==> config.mk <==
export PLATFORM = sky130hd
export DESIGN_NAME = opl3_bus_writer_flat
export DESIGN_NICKNAME = d
export VERILOG_FILES = /design/src/rtl/opl3_bus_writer_if.sv /design/src/rtl/opl3_bus_writer.sv /design/src/flat_wrapper.sv
export SDC_FILE = /design/constraint.sdc
export NUM_CORES = 1
export LEC_CHECK = 0
export BUFFER_PORTS_ARGS = -buffer_cell sky130_fd_sc_hd__buf_2
export CAP_MARGIN = 15
export CORE_AREA = 2 2 111 70
export CTS_CLUSTER_DIAMETER = 30
export DETAILED_ROUTE_END_ITERATION = 8
export DIE_AREA = 0 0 113 72
export PLACE_DENSITY = 0.74
export SYNTH_ARGS = -nofsm -noshare
export SYNTH_HDL_FRONTEND = slang
export SYNTH_SLANG_ARGS = --single-unit
==> constraint.sdc <==
create_clock -name clk -period 1.9 [get_ports clk]
set_input_delay 0.095 -clock clk [delete_from_list [all_inputs] [get_ports clk]]
set_output_delay 0.095 -clock clk [all_outputs]
set_load 0.05 [all_outputs]
==> src/rtl/opl3_bus_writer_if.sv <==
// Host bus / queue-write bundle for opl3_bus_writer.
//
// Handshake: the queue side has no ready. q_wr is a one-cycle valid pulse.
// q_addr/q_data are valid in the cycle q_wr is high. They stay stable until
// the next bus_wr rising edge, and the queue must accept the beat in that cycle.
// On the host side, bus_wr and bus_rd are level strobes. Only the rising edge
// of bus_wr counts as a write. bus_rd is re-sampled every cycle it is high.
interface opl3_bus_writer_if;
    logic       bus_wr;
    logic       bus_rd;
    logic       bus_a;
    logic       bus_bank;
    logic [7:0] bus_din;
    logic [7:0] bus_dout;
    logic [1:0] q_addr;
    logic [7:0] q_data;
    logic       q_wr;

    // Host / expansion-port decoder side
    modport master (
        output bus_wr, bus_rd, bus_a, bus_bank, bus_din,
        input  bus_dout, q_addr, q_data, q_wr
    );

    // opl3_bus_writer side
    modport slave (
        input  bus_wr, bus_rd, bus_a, bus_bank, bus_din,
        output bus_dout, q_addr, q_data, q_wr
    );
endinterface

==> src/rtl/opl3_bus_writer.sv <==
// opl3_bus_writer: turns C64 I/O bus cycles into single-cycle queue writes.
// It also emulates the OPL status register (Timer 1 and Timer 2, the flags,
// and the IRQ summary) from shadow copies of registers 0x02, 0x03 and 0x04.
// Optional feature: define OPL_BUS_WRITER_IRQ_EN to add the active-low irq_n output.
module opl3_bus_writer #(
    parameter int CLK_HZ      = 50000000,
    parameter int TICK_DIV    = CLK_HZ / 12500,
    parameter int T2_PRESCALE = 4
) (
    input  logic                 clk,
    input  logic                 reset,
    opl3_bus_writer_if.slave     bus
`ifdef OPL_BUS_WRITER_IRQ_EN
    ,
    output logic                 irq_n
`endif
);
    localparam int TW = (TICK_DIV > 1) ? $clog2(TICK_DIV) : 1;
    localparam int PW = (T2_PRESCALE > 1) ? $clog2(T2_PRESCALE) : 1;

    logic          wr_q;
    logic [7:0]    idx;
    logic [7:0]    pre1, pre2, cnt1, cnt2;
    logic          start1, start2, mask1, mask2, flag1, flag2;
    logic [TW-1:0] tick_cnt;
    logic [PW-1:0] t2_pre;

    logic       wr_edge, addr_wr0, data_wr0, reg04_wr, flag_clr, ctl_wr;
    logic       start1_nxt, start2_nxt, tick1, tick2, t1_ovf, t2_ovf;
    logic [7:0] status;

    // Decode the write edge and the timer events for this cycle
    always_comb begin
        wr_edge    = bus.bus_wr & ~wr_q;
        addr_wr0   = wr_edge & ~bus.bus_a & ~bus.bus_bank;
        data_wr0   = wr_edge &  bus.bus_a & ~bus.bus_bank;
        reg04_wr   = data_wr0 && (idx == 8'h04);
        flag_clr   = reg04_wr &  bus.bus_din[7];
        ctl_wr     = reg04_wr & ~bus.bus_din[7];
        start1_nxt = ctl_wr ? bus.bus_din[0] : start1;
        start2_nxt = ctl_wr ? bus.bus_din[1] : start2;
        tick1      = (tick_cnt == TW'(TICK_DIV - 1));
        tick2      = tick1 && (t2_pre == PW'(T2_PRESCALE - 1));
        // A counter that is being stopped in this cycle is already frozen
        t1_ovf     = start1 & start1_nxt & tick1 & (cnt1 == 8'hFF);
        t2_ovf     = start2 & start2_nxt & tick2 & (cnt2 == 8'hFF);
        status     = {flag1 | flag2, flag1, flag2, 5'b00000};
    end

    // Edge detector and queue beat. During reset the detector tracks bus_wr,
    // so a strobe held across reset release does not fire a pulse.
    always_ff @(posedge clk) begin
        if (reset) begin
            wr_q       <= bus.bus_wr;
            bus.q_wr   <= 1'b0;
            bus.q_addr <= 2'd0;
            bus.q_data <= 8'h00;
        end else begin
            wr_q     <= bus.bus_wr;
            bus.q_wr <= wr_edge;
            if (wr_edge) begin
                bus.q_addr <= {bus.bus_bank, bus.bus_a};
                bus.q_data <= bus.bus_din;
            end
        end
    end

    // Register shadows: index, preloads, and the control fields of register 0x04
    always_ff @(posedge clk) begin
        if (reset) begin
            idx    <= 8'h00;
            pre1   <= 8'h00;
            pre2   <= 8'h00;
            start1 <= 1'b0;
            start2 <= 1'b0;
            mask1  <= 1'b0;
            mask2  <= 1'b0;
        end else begin
            if (addr_wr0) idx <= bus.bus_din;
            if (data_wr0 && idx == 8'h02) pre1 <= bus.bus_din;
            if (data_wr0 && idx == 8'h03) pre2 <= bus.bus_din;
            if (ctl_wr) begin
                mask1  <= bus.bus_din[6];
                mask2  <= bus.bus_din[5];
                start1 <= bus.bus_din[0];
                start2 <= bus.bus_din[1];
            end
        end
    end

    // Free-running 80 us prescaler and the tick1-to-tick2 divider
    always_ff @(posedge clk) begin
        if (reset) begin
            tick_cnt <= '0;
            t2_pre   <= '0;
        end else begin
            tick_cnt <= tick1 ? '0 : tick_cnt + TW'(1);
            if (tick1) t2_pre <= tick2 ? '0 : t2_pre + PW'(1);
        end
    end

    // Timer counters: load on start, count on tick, reload from preload on overflow
    always_ff @(posedge clk) begin
        if (reset) begin
            cnt1 <= 8'h00;
            cnt2 <= 8'h00;
        end else begin
            if (start1_nxt & ~start1)                 cnt1 <= pre1;
            else if (start1 & start1_nxt & tick1)     cnt1 <= t1_ovf ? pre1 : cnt1 + 8'd1;
            if (start2_nxt & ~start2)                 cnt2 <= pre2;
            else if (start2 & start2_nxt & tick2)     cnt2 <= t2_ovf ? pre2 : cnt2 + 8'd1;
        end
    end

    // Overflow flags: set on unmasked overflow; a 0x04 bit7 clear wins over a set
    always_ff @(posedge clk) begin
        if (reset) begin
            flag1 <= 1'b0;
            flag2 <= 1'b0;
        end else if (flag_clr) begin
            flag1 <= 1'b0;
            flag2 <= 1'b0;
        end else begin
            if (t1_ovf & ~mask1) flag1 <= 1'b1;
            if (t2_ovf & ~mask2) flag2 <= 1'b1;
        end
    end

    // Registered read port: status on bank-0 address port, 0xFF elsewhere
    always_ff @(posedge clk) begin
        if (reset)           bus.bus_dout <= 8'h00;
        else if (bus.bus_rd) bus.bus_dout <= (!bus.bus_a && !bus.bus_bank) ? status : 8'hFF;
    end

`ifdef OPL_BUS_WRITER_IRQ_EN
    // Active-low interrupt summary of both flags
    always_ff @(posedge clk) begin
        if (reset) irq_n <= 1'b1;
        else       irq_n <= ~(flag1 | flag2);
    end
`endif
endmodule

==> src/flat_wrapper.sv <==
// flat-port wrapper written by rule: the top's interface ports become plain ports
module opl3_bus_writer_flat 
#(
    parameter int CLK_HZ      = 50000000,
    parameter int TICK_DIV    = CLK_HZ / 12500,
    parameter int T2_PRESCALE = 4
)
  (clk, reset, bus_bus_wr, bus_bus_rd, bus_bus_a, bus_bus_bank, bus_bus_din, bus_bus_dout, bus_q_addr, bus_q_data, bus_q_wr);
  opl3_bus_writer_if bus_i ();
  input  logic clk;
  input  logic reset;
  input wire logic [$bits(bus_i.bus_wr)-1:0] bus_bus_wr;
  input wire logic [$bits(bus_i.bus_rd)-1:0] bus_bus_rd;
  input wire logic [$bits(bus_i.bus_a)-1:0] bus_bus_a;
  input wire logic [$bits(bus_i.bus_bank)-1:0] bus_bus_bank;
  input wire logic [$bits(bus_i.bus_din)-1:0] bus_bus_din;
  output wire logic [$bits(bus_i.bus_dout)-1:0] bus_bus_dout;
  output wire logic [$bits(bus_i.q_addr)-1:0] bus_q_addr;
  output wire logic [$bits(bus_i.q_data)-1:0] bus_q_data;
  output wire logic [$bits(bus_i.q_wr)-1:0] bus_q_wr;
  assign bus_i.bus_wr = bus_bus_wr;
  assign bus_i.bus_rd = bus_bus_rd;
  assign bus_i.bus_a = bus_bus_a;
  assign bus_i.bus_bank = bus_bus_bank;
  assign bus_i.bus_din = bus_bus_din;
  assign bus_bus_dout = bus_i.bus_dout;
  assign bus_q_addr = bus_i.q_addr;
  assign bus_q_data = bus_i.q_data;
  assign bus_q_wr = bus_i.q_wr;
  opl3_bus_writer #(.CLK_HZ(CLK_HZ), .TICK_DIV(TICK_DIV), .T2_PRESCALE(T2_PRESCALE)) u_core (.clk(clk), .reset(reset), .bus(bus_i));
endmodule
==> impl_metrics.py, run 1 <==
metrics = {
    "clocking": {
        "cts_tree": "yes",
        "clk_latency_ns": 0.34,
        "numCtsBuffers": 9,
        "cts.path.max_buffers": 2,
        "cts_sinks": 76,
        "clockRootBuffer": "clkbuf_16",
        "htreeDepth": 3,
        "clk_pin_slew_ns": 0.06,
    },
    "global_route": {
        "grt-ovfl-total": 0,
        "antenna_found_initial": 0,
        "grt_pass1_vias": 3315,
        "grt_max_degree": 54,
        "grt_use_total": 0.258,
        "grt_first_pass_wirelength_um": 16600,
    },
    "final_layout": {
        "areaGrowthSynthToFinish_pct": 29.7,
        "num_antenna_cells": 0,
        "layout-drive-gt1-share": 0.261,
        "fin_cells": 616,
        "nNetsFinal": 538,
    },
    "floorplan": {
        "die_x_um": 113,
        "rows": 24,
        "start_util": 0.518,
        "num_io_pins": 33,
        "die_y_um": 72,
        "die_area_um2": 8140,
        "core_area_um2": 7090,
    },
    "synthesis": {
        "synth-edff-count": 0,
        "ys_ff_latch": 76,
        "ys_seq_area_frac": 0.414,
        "synthArstFlopShare": 0,
        "ys_types": 59,
        "synth.top_cells.by_area": "dfxtp_1 (41%), nand2_1 (6.8%), a21oi_1 (5.6%)",
        "netlist_area_um2": 3670,
        "synth.largest_area_cell": "dfxtp_1",
        "syn_avg_cell_area_um2": 8.31,
        "synth_common_cells": "dfxtp_1 (76), nand2_1 (67), nor2_1 (50)",
        "yosysMostFrequentCell": "dfxtp_1",
        "synth_top_cell_area_share": 0.414,
        "synthFlopType": "dfxtp_1",
        "synth_fp_nets": 460,
        "syn_inst": 442,
        "yosysWarnings": 0,
    },
    "route": {
        "vias": 3672,
        "drtAntennaViolNets": 0,
        "wl_per_cell_um": 16.7,
        "drtPass1Iterations": 7,
        "drc_errors": 7,
        "drt_iter0_drc": 343,
        "routed_wl_um": 10300,
        "vias_per_cell": 5.96,
    },
    "sta": {
        "fmax_mhz": 491,
        "setup_ws_ns": -0.137,
        "rsz0062_at_grt": "true",
        "relSlewSlack": 0.611,
        "hold_viol_final": 0,
        "fin_skew_ns": 0.00657,
        "setup_viol_count_final": 11,
        "setup_tns_ns": -0.918,
        "timing.hold.ws_ns": 0.0424,
        "worst_pin_slew_ns": 0.576,
        "drv_slew": 0,
        "post-route-min-period_ns": 2.04,
        "period_share": 1.07,
    },
    "setup_path": {
        "cp_data_arrival_time_ns": 2.25,
        "end_kind": "flip-flop",
        "crit_required_ns": 2.11,
        "crit_fanout": 4,
        "path_class": "reg2reg",
        "setup.worst_path.start_class": "flip-flop",
    },
    "power": {
        "fin_total_pwr_mw": 3.81,
        "cellPowerDensity_nw_per_um2": 800,
        "power.leakage_nw": 1.81,
        "vdd_drop_max_v": 0.000578,
    },
    "placement": {
        "dpl_worst_slack_ns": -0.0959,
        "dp_cells": 590,
        "port_buffers": 32,
        "place_hpwl_um": 7050,
        "gp_congestion": 0.953,
    },
    "run_status": {
        "violations": "design-rule violations, negative setup slack",
        "status": "finished, violations left",
    },
    "hold_path": {
        "hp-class": "in2reg",
    },
    "flow_run": {
        "drv_cap": 0,
    },
}
-- power breakdown --
group	total, mW	internal [mW]	switching, mW	leakage (nW)
logic	0.298	0.0865	0.211	1.04
clock network	1.88	1.19	0.685	0.156
registers	1.64	1.62	0.0168	0.617
total	3.81	2.90	0.913	1.81
-- path summary, 6_finish.rpt --
path	slack, ns	from	to	depth (start not counted)
setup / recovery	-0.14	u_core.idx[0]	u_core.cnt1[4]	6
hold / removal	0.04	bus_bus_rd	u_core.bus.bus_dout[5]	2
setup reg to reg	-0.14	u_core.idx[0]	u_core.cnt1[4]	6
hold reg to reg	0.45	u_core.bus.q_addr[0]	u_core.bus.q_addr[0]	2
-- sequential cells by signal, summed over array words and instances (netlist names), 2 cells and up --
signal               cells
u_core.bus.q_data        8
u_core.idx               8
u_core.pre1              8
u_core.cnt1              8
u_core.bus.q_addr        2
u_core.bus.bus_dout      4
u_core.cnt2              8
u_core.tick_cnt         12
u_core.t2_pre            2
u_core.pre2              8
-- timing repair --
item / in CTS / in global routing
endpoints found under the setup margin: 12 / 32
cloned: 1 / 0
setup buffers: 5 / 3
pin swaps: 7 / 11
hold buffers: 1 / 0
gates resized for setup: 13 / 17
endpoints found under the hold margin: 1 / 0
-- per-stage QoR --
step	utilization	cell area [um2]
after floorplan	-	3690
after global placement	0.599	4250
after detailed placement	0.599	4250
after CTS	0.660	4670
after global routing	0.672	4760
final	0.672	4760
-- layer usage --
metal,GRT usage,vias to the layer above,part of all wire
li1,-,1763,-
met1,0.382,1736,0.48
met2,0.379,165,0.43
met3,0.0652,8,0.086
met4,0.0583,0,0.0078
met5,0,-,0
-- placed cells by master (no fill, tap or decap), types with 6 or more instances in the layout --
cell | synthesis | final
nor3_1 | 11 | 10
o21ai_0 | 13 | 6
buf_4 | 4 | 49
buf_2 | 3 | 32
mux2i_1 | 16 | 16
dfxtp_1 | 76 | 73
nand2_1 | 67 | 67
nor2_1 | 50 | 50
inv_1 | 7 | 7
and2_1 | 6 | 6
a31oi_1 | 9 | 9
a21oi_1 | 41 | 40
nand4_1 | 9 | 9
clkbuf_16 | 0 | 9
nand3_1 | 14 | 12
or3_1 | 7 | 7
o21ai_1 | 1 | 6
a211oi_1 | 8 | 7
xor2_1 | 6 | 6
-- kinds of logic (layout without fill, tap and decap cells) --
kind of cell	count (synthesis)	in the layout	share of synthesized area
AND/OR/NAND/NOR	202	203	0.284
AO/OA/AOI/OAI	105	105	0.186
flip-flops	76	76	0.414
buffers and inverters	31	113	0.0388
multiplexers	16	16	0.0436
XOR/XNOR	8	8	0.0191
adder cells (fa/ha/maj)	4	4	0.0136
-- final cells by class --
class,instances,area (um2)
Tap cell,91,114
Multi-Input combinational cell,336,2130
Inverter,8,30.0
Fill cell,564,2320
Clock inverter,5,85.1
Sequential cell,76,1530
Clock buffer,11,243
Timing Repair Buffer,89,634
-- worst max-delay path, cell delays in order, from the launching register on --
cell      delay (ns)
dfxtp_1         0.31
or4b_4          0.59
nor4_4          0.39
buf_4           0.21
nor4b_1         0.05
a311oi_1        0.24
o32ai_1         0.11
Note: power is estimated with default switching activity, not from simulation.
==> run 2: changes to the inputs <==
Settings changed: CELL_PAD_IN_SITES_DETAIL_PLACEMENT set to 0, CELL_PAD_IN_SITES_GLOBAL_PLACEMENT set to 1, CORE_AREA 2 2 111 70 to 10 10 135 88, DIE_AREA 0 0 113 72 to 0 0 145 98, PLACE_DENSITY 0.74 to not set, PLACE_DENSITY_LB_ADDON set to 0.1.
==> run 2 against run 1 <==
  * The run ends with negative setup slack left
  * Wire length is 8.4% higher
  * Clock power is 5% higher
  * Cell area is 4.5% higher
  * Register-to-register slack better by 0.04 ns
  * Global-route usage is 10 points lower
  * Flip-flop and latch count stayed put
  * Non-clock buffer count is 18 higher
  * Fmax is 1.8% higher
  * Sequential power hardly changed
  * Critical endpoint is now u_core.cnt2[0]
  * Largest cell class unchanged
==> impl_metrics.py, run 2 (synthesized netlist as in run 1, its figures left out) <==
metrics = {
    "run_status": {
        "status": "finished, violations left",
        "violations": "negative setup slack",
    },
    "hold_path": {
        "hp-class": "in2reg",
        "hold_path.startpoint": "bus_bus_rd",
    },
    "clocking": {
        "cts.path.max_buffers": 2,
        "clk_pin_slew_ns": 0.06,
        "clk_latency_ns": 0.34,
        "htreeDepth": 3,
        "numCtsBuffers": 9,
        "cts_tree": "yes",
        "cts_sinks": 76,
        "clockRootBuffer": "clkbuf_16",
    },
    "global_route": {
        "grt_pass1_vias": 3255,
        "grt_max_degree": 34,
        "grt-ovfl-total": 0,
        "grt_use_total": 0.157,
        "antenna_found_initial": 0,
        "grt_first_pass_wirelength_um": 18000,
    },
    "final_layout": {
        "num_antenna_cells": 0,
        "nFillCells": 907,
        "multi_input_area_um2": 2160,
        "utilization": 0.524,
        "largest_register": "u_core.tick_cnt",
        "largest_reg_flops": 12,
        "regArea_um2": 1530,
        "fin_cells": 677,
        "layout-drive-gt1-share": 0.310,
        "finalInstanceArea_um2": 4980,
        "layout_common_cells": "buf_4 (69), dfxtp_1 (69), nand2_1 (64)",
        "nNetsFinal": 555,
        "areaGrowthSynthToFinish_pct": 35.5,
    },
    "setup_path": {
        "path_cells": "or3b_4 > or4_4 > buf_4 > o21a_1 > o31ai_1 > a21oi_1",
        "r2r-start": "u_core.tick_cnt[5]",
        "path_class": "reg2reg",
        "cp_data_arrival_time_ns": 2.20,
        "startpoint": "u_core.tick_cnt[5]",
        "setup.worst_path.start_class": "flip-flop",
        "crit_required_ns": 2.10,
        "end_kind": "flip-flop",
        "crit_slowest_cell": "or4_4",
        "crit_fanout": 7,
        "cpPeakStageDelay_ns": 0.50,
    },
    "power": {
        "p_comb_frac": 0.075,
        "power.leakage_nw": 1.92,
        "intPower_mw": 2.98,
        "switchingPower_uw": 925,
        "cellPowerDensity_nw_per_um2": 785,
        "swShare": 0.237,
        "clkPwrFrac": 0.505,
        "vdd_drop_max_v": 0.000351,
        "p_seq_frac": 0.420,
    },
    "sta": {
        "relSlewSlack": 0.727,
        "period_share": 1.05,
        "hold_viol_final": 0,
        "setup_ws_ns": -0.101,
        "fin_skew_ns": 0.00812,
        "setup_viol_count_final": 15,
        "drv_slew": 0,
        "rsz0062_at_grt": "true",
        "fmax_mhz": 500,
        "worst_pin_slew_ns": 0.404,
        "post-route-min-period_ns": 2.00,
        "timing.hold.ws_ns": 0.0374,
    },
    "placement": {
        "dp_cells": 651,
        "place_hpwl_um": 8280,
        "port_buffers": 32,
        "gp_congestion": 0.906,
        "postPlaceCellArea_um2": 4400,
    },
    "route": {
        "wl_met1_um": 5710,
        "vias": 3637,
        "wl_met2_um": 4340,
        "vias_per_cell": 5.37,
        "drtPass1Iterations": 5,
        "routed_wl_um": 11200,
        "drtAntennaViolNets": 0,
        "drc_errors": 0,
        "top_layer_used": "met4",
        "wl_per_cell_um": 16.5,
        "met3_wirelength_um": 962,
        "drt_iter0_drc": 339,
    },
    "floorplan": {
        "num_io_pins": 33,
        "die_area_um2": 14200,
        "die_x_um": 145,
        "die_y_um": 98,
        "start_util": 0.387,
        "rows": 28,
        "core_area_um2": 9490,
    },
    "flow_run": {
        "drv_cap": 0,
    },
}
run 2: changes by cell type in the layout (fill, tap and decap cells not counted), sizes merged:
cell	previous run	this run
clkbuf	11	9
clkinvlp	1	2
bufinv	2	3
buf	88	106
or4	5	4
run 2: final cells by class:
type                       instances  area share
multi-input combinational        335       0.435
sequential                        76       0.307
timing repair buffer             107       0.150
clock buffer                       9      0.0452
tap                              135      0.0339
clock inverter                     7      0.0231
inverter                           8     0.00603
run 2: repair_timing:
item,in CTS,in global routing
gates resized for setup,17,23
endpoints found under the setup margin,11,31
hold buffers,1,0
hold endpoints to repair,1,0
buffers inserted,6,4
pin swaps,4,20
run 2: worst paths after layout:
path / to / slack, ns / cells past startpoint
worst max-delay path: u_core.cnt2[0] / -0.10 / 6
worst max register to register: u_core.cnt2[0] / -0.10 / 6
worst min-delay path: u_core.bus.bus_dout[5] / 0.04 / 2
worst min register to register: u_core.bus.q_data[7] / 0.45 / 2
run 2: through the flow:
| step | total power, mW | worst slack (ns) | TNS (ns) |
|---|---|---|---|
| CTS | 3.94 | -0.0794 | -0.551 |
| global placement | 1.96 | -0.0766 | -0.275 |
| floorplan | 1.86 | -0.00956 | -0.00956 |
| global route | 4.02 | -0.195 | -2.35 |
| detailed placement | 1.96 | -0.0994 | -0.694 |
| finish | 3.91 | -0.101 | -0.719 |
run 2: critical path: cells and delay by family (launching register included):
family / cells / cell delay (ns)
DFF: 1 / 0.32
and+or+nand+nor: 2 / 0.92
buffers and inverters: 1 / 0.17
AOI/OAI and AO/OA: 3 / 0.46
run 2: per-layer routing:
layer  vias to the layer above  GRT usage
met3                        12     0.0415
met1                      1703      0.236
met4                         0     0.0461
met5                         -          0
li1                       1792          -
met2                       130      0.208
run 2: power by group through the flow:
stage | combinational (mW) | clock [mW] | sequential, mW
4_1_cts | 0.291 | 2.01 | 1.64
2_1_floorplan | 0.125 | 0 | 1.74
5_1_grt | 0.315 | 2.06 | 1.64
6_report | 0.291 | 1.97 | 1.64
3_5_place_dp | 0.287 | 0 | 1.68
3_3_place_gp | 0.285 | 0 | 1.67
